===== src/rtl/id_queue_stage.sv =====
// id_queue_stage: registered decode stage for the 16-bit RISC CPU.
// Decodes instructions, resolves branches against sampled flags and buffers entries in a small FIFO.
module id_queue_stage #(
    parameter int PC_W    = 16,
    parameter int DEPTH   = 2,
    parameter bit BR_EVAL = 1'b1
) (
    input  logic                       clk,
    input  logic                       rst,
    input  logic                       in_valid,
    output logic                       in_ready,
    input  logic [15:0]                in_instr,
    input  logic [PC_W-1:0]            in_pc,
    input  logic                       flag_c,
    input  logic                       flag_z,
    output logic                       out_valid,
    input  logic                       out_ready,
    output logic [19:0]                out_op,
    output logic [1:0]                 out_alu_sel,
    output logic [2:0]                 out_rd,
    output logic [2:0]                 out_rm,
    output logic [2:0]                 out_rn,
    output logic [7:0]                 out_imm8,
    output logic [10:0]                out_imm11,
    output logic [PC_W-1:0]            out_pc,
    output logic                       out_br_taken,
    output logic                       out_illegal,
    output logic [$clog2(DEPTH):0]     out_count,
    output logic                       halted,
    input  logic                       resume
);
    localparam int AW = $clog2(DEPTH);
    localparam int CW = AW + 1;

    logic [19:0]     dec_op;
    logic            dec_taken;
    logic            push, pop, full;
    logic [AW-1:0]   wr_ptr_q, wr_ptr_d, rd_ptr_q, rd_ptr_d;
    logic [CW-1:0]   count_q, count_d;
    logic            halted_q, halted_d;
    logic [19:0]     op_mem    [DEPTH];
    logic [15:0]     instr_mem [DEPTH];
    logic [PC_W-1:0] pc_mem    [DEPTH];
    logic            tk_mem    [DEPTH];
    logic [15:0]     h_instr;

    always_comb begin
        dec_op = '0;
        case (in_instr[15:11])
            5'b00000: dec_op[4]  = 1'b1;
            5'b00001: dec_op[0]  = 1'b1;
            5'b00010: dec_op[1]  = 1'b1;
            5'b00011: dec_op[2]  = 1'b1;
            5'b00101: dec_op[3]  = 1'b1;
            5'b00110: dec_op[5]  = 1'b1;
            5'b00111: dec_op[6]  = 1'b1;
            5'b01000: dec_op[7]  = 1'b1;
            5'b01011: dec_op[8]  = 1'b1;
            5'b10000: dec_op[14] = 1'b1;
            5'b10001: dec_op[15] = 1'b1;
            5'b10010: dec_op[16] = 1'b1;
            5'b10011: dec_op[17] = 1'b1;
            5'b11100: begin
                dec_op[19] = in_instr[1:0] == 2'b00;
                dec_op[18] = in_instr[1:0] == 2'b01;
            end
            5'b11000, 5'b11001: begin
                case (in_instr[11:8])
                    4'h0:    dec_op[12] = 1'b1;
                    4'h1:    dec_op[11] = 1'b1;
                    4'h2:    dec_op[10] = 1'b1;
                    4'h3:    dec_op[9]  = 1'b1;
                    4'he:    dec_op[13] = 1'b1;
                    default: ;
                endcase
            end
            default: ;
        endcase
    end

    assign dec_taken = BR_EVAL && ((dec_op[12] && flag_z) || (dec_op[11] && !flag_z) ||
                                   (dec_op[10] && flag_c) || (dec_op[9] && !flag_c) || dec_op[13]);

    assign full      = count_q == CW'(DEPTH);
    assign in_ready  = !full && !halted_q;
    assign out_valid = count_q != '0;
    assign push      = in_valid && in_ready;
    assign pop       = out_valid && out_ready;

    always_comb begin
        wr_ptr_d = push ? wr_ptr_q + AW'(1) : wr_ptr_q;
        rd_ptr_d = pop ? rd_ptr_q + AW'(1) : rd_ptr_q;
        count_d  = count_q + CW'(push) - CW'(pop);
        halted_d = (push && dec_op[18]) ? 1'b1 : resume ? 1'b0 : halted_q;
    end

    always_ff @(posedge clk or posedge rst) begin
        if (rst) begin
            wr_ptr_q <= '0;
            rd_ptr_q <= '0;
            count_q  <= '0;
            halted_q <= 1'b0;
        end else begin
            wr_ptr_q <= wr_ptr_d;
            rd_ptr_q <= rd_ptr_d;
            count_q  <= count_d;
            halted_q <= halted_d;
        end
    end

    // Storage needs no reset: every head output is masked while the FIFO is empty.
    always_ff @(posedge clk) begin
        if (push) begin
            op_mem[wr_ptr_q]    <= dec_op;
            instr_mem[wr_ptr_q] <= in_instr;
            pc_mem[wr_ptr_q]    <= in_pc;
            tk_mem[wr_ptr_q]    <= dec_taken;
        end
    end

    assign h_instr      = out_valid ? instr_mem[rd_ptr_q] : '0;
    assign out_op       = out_valid ? op_mem[rd_ptr_q] : '0;
    assign out_pc       = out_valid ? pc_mem[rd_ptr_q] : '0;
    assign out_br_taken = out_valid && tk_mem[rd_ptr_q];
    assign out_illegal  = out_valid && (op_mem[rd_ptr_q] == '0);
    assign out_alu_sel  = h_instr[1:0];
    assign out_rd       = h_instr[10:8];
    assign out_rm       = h_instr[7:5];
    assign out_rn       = h_instr[4:2];
    assign out_imm8     = h_instr[7:0];
    assign out_imm11    = h_instr[10:0];
    assign out_count    = count_q;
    assign halted       = halted_q;
endmodule


===== config.mk =====
export PLATFORM = sky130hd
export DESIGN_NAME = id_queue_stage
export DESIGN_NICKNAME = d
export VERILOG_FILES = /design/src/rtl/id_queue_stage.sv
export SDC_FILE = /design/constraint.sdc
export NUM_CORES = 1
export LEC_CHECK = 0
export CAP_MARGIN = 20
export CELL_PAD_IN_SITES_DETAIL_PLACEMENT = 2
export CELL_PAD_IN_SITES_GLOBAL_PLACEMENT = 2
export CORE_MARGIN = 1
export CORE_UTILIZATION = 35
export DETAILED_ROUTE_END_ITERATION = 16
export GPL_TIMING_DRIVEN = 0
export PLACE_DENSITY = 0.95
export SYNTH_ARGS = -nofsm -noshare
export SYNTH_HDL_FRONTEND = slang
export SYNTH_SLANG_ARGS = --single-unit

===== constraint.sdc =====
create_clock -name clk -period 6.3 [get_ports clk]
set_clock_uncertainty 0.05 [all_clocks]
set_input_delay 1.89 -clock clk [delete_from_list [all_inputs] [get_ports clk]]
set_output_delay 1.89 -clock clk [all_outputs]
set_load 0.01 [all_outputs]

==> flow_summary.yaml <==
logic_synthesis:
  ys_warn_count: 0
  synth.yosys.seq_area_share_pct: 69.6
  avgSynthCellArea_um2: 14.1
  netlist_area_um2: 4320
  ys_types: 35
  synth_edf_count: 96
  synth_nets: 347
  async_reset_ff_share_pct: 4.95
  synth-main-ff-cell: "edfxtp_1"
  synthCells: 306
  synth_seq_cells: 101
final_layout:
  final_common_cell: "clkdlybuf4s50_1"
  layout_common_cells: "111 x clkdlybuf4s50_1, 96 x edfxtp_1, 66 x nor2_1"
  num_antenna_cells: 0
  areaGrowthSynthToFinish_pct: 38.4
  final_cell_count_no_fill: 582
  final_area_um2: 5980
  layout-drive-gt1-share_pct: 10.8
  final_nets: 471
critical_path:
  max_stage_delay_ns: 0.59
  cpMostUsedCell: "nor2_1"
  path_buf_inv: 3
  crit_chain: "nor2_1 > clkbuf_1 > buf_1 > nor2_1 > clkdlybuf4s50_1"
  crit_fanout: 10
  crit_path_end_kind: "output pin"
  cp.arrival_ns: 2.83
  critPathSlowestCell: "clkbuf_1"
  required_ns: 4.36
  critPathTopFamily: "buffers and inverters"
  critPathLaunchType: "flop"
  crit_type: "reg -> out"
clock_tree:
  cts_resized: 0
  path_clk_slew_ns: 0.06
  cts_buffer_depth: 2
  cts_buffers: 9
  cts_tree: "yes"
  htreeDepth: 3
  clockRootBuffer: "clkbuf_16"
  holdBufCountCts: 0
  cts_setup_buffers: 0
  clk_latency_ns: 0.33
  cts_sinks: 101
floorplan:
  die-area_um2: 12800
  num_rows: 40
  die_h_um: 113
  start_util_pct: 36.0
  die_w_um: 113
  core_area_um2: 12000
  ios: 112
worst_hold_path:
  hold_class: "reg -> reg"
drt:
  via_per_inst: 5.02
  remaining_drc_errors: 0
  drt-initial-drc-count: 102
  drt_wl_total_mm: 12.2
  vias: 2921
  ant_nets: 0
  wl_per_cell_um: 21.0
  firstDrtPassIters: 4
placed_design:
  place_area_um2: 5670
  finalWeightedCongestion: 0.747
  hpwl_mm: 8.74
  port_buffers: 111
  place_inst: 566
timing:
  fin_crit_sh_pct: 75.8
  fin_crit_ns: 4.77
  hold_viol_final: 0
  rsz0062_at_grt: "false"
  fin_setup_tns_ns: 0
  setup_viol: 0
  whs_ns: 0.496
  fmax_ghz: 0.210
  slew_headroom_pct: 54.0
  tightest_slew_ns: 0.691
  maxSlewViolCount: 0
outcome:
  status: "finished clean"
power_and_ir_drop:
  power_per_cell_area_nw_per_um2: 502
  internal-power_mw: 2.00
  seq_power_share_pct: 32.6
  comb_power_share_pct: 47.8
  leakagePower_nw: 2.24
  p_sw_share_pct: 33.4
  p_switching_mw: 1.00
  ir_worst_vdd_v: 0.000167
  clockPowerShare_pct: 19.6
grt:
  grt_pass1_wl_mm: 19.0
  gr-total-overflow: 0
  first_global_vias: 3357
  grt_max_degree: 34
  antenna_found_initial: 0
  track_usage_pct: 20.1
job:
  cap_violations: 0
-- stage by stage --
step / utilization, % / setup WS, ns / power [mW]
final: 49.8 / 1.53 / 3.00
after global routing: 49.8 / 1.37 / 3.15
after CTS: 49.8 / 1.45 / 3.05
after detailed placement: 47.2 / 1.86 / 2.44
after global placement: 46.8 / 0.149 / 2.34
after floorplan: - / 1.77 / 1.67
-- sequential cells by signal (all words and copies together) (netlist names) --
name and flops:
op_mem 40, wr_ptr_q 1, pc_mem 32, halted 1, rd_ptr_q 1, tk_mem 2, instr_mem 22, out_count 2
-- worst paths after layout --
check | from | slack [ns] | cells past startpoint | to
hold reg to reg | out_count[1] | 0.50 | 1 | out_count[1]
setup reg to reg | out_count[1] | 4.16 | 8 | out_count[1]
min in group asynchronous | rst | 1.73 | 2 | out_count[0]
hold / removal | out_count[1] | 0.50 | 1 | out_count[1]
max in group asynchronous | rst | 4.29 | 2 | halted
setup / recovery | out_count[1] | 1.53 | 5 | out_pc[12]
-- per-layer routing --
| metal | global-route usage [%] | routed length, um | vias to the layer above |
|---|---|---|---|
| li1 | - | - | 1341 |
| met2 | 37.8 | 6770 | 93 |
| met5 | 0 | 0 | - |
| met4 | 5.44 | 168 | 0 |
| met1 | 23.3 | 4810 | 1473 |
| met3 | 3.91 | 465 | 14 |
-- cell families after synthesis --
family,count (synthesis),synth area share [%]
and+or+nand+nor,106,11.3
DFF,101,69.6
muxes,49,11.3
buffers and inverters,37,5.18
AOI/OAI and AO/OA,7,1.16
xor gates and xnor gates,4,0.811
adders and majority gates,2,0.579
-- cell type report --
class | instances | area (um2)
buffer | 30 | 198
timing repair buffer | 113 | 1150
fill | 1187 | 6030
sequential | 101 | 3010
clock buffer | 10 | 229
inverter | 7 | 26.3
multi-input combinational | 168 | 1100
tap | 147 | 184
clock inverter | 6 | 87.6
-- power by group through the flow --
stage               combinational (mW)  clock [mW]  sequential [mW]
global route                      1.53       0.631            0.992
floorplan                        0.692           0            0.976
finish                            1.43       0.589            0.978
CTS                               1.47       0.606            0.980
detailed placement                1.45           0            0.990
global placement                  1.35           0            0.988
-- cell usage after synthesis, drive strengths merged, types with 3 or more instances --
master / number / area, um2
dfrtp: 5 / 125
nor4: 6 / 43.8
clkbuf: 4 / 15.0
nor3: 7 / 35.0
nand2: 7 / 26.3
xnor2: 3 / 26.3
inv: 7 / 26.3
nand2b: 3 / 18.8
buf: 26 / 183
mux2i: 49 / 490
nor2: 67 / 251
edfxtp: 96 / 2880
No activity file was read; power rests on OpenSTA's default activity.
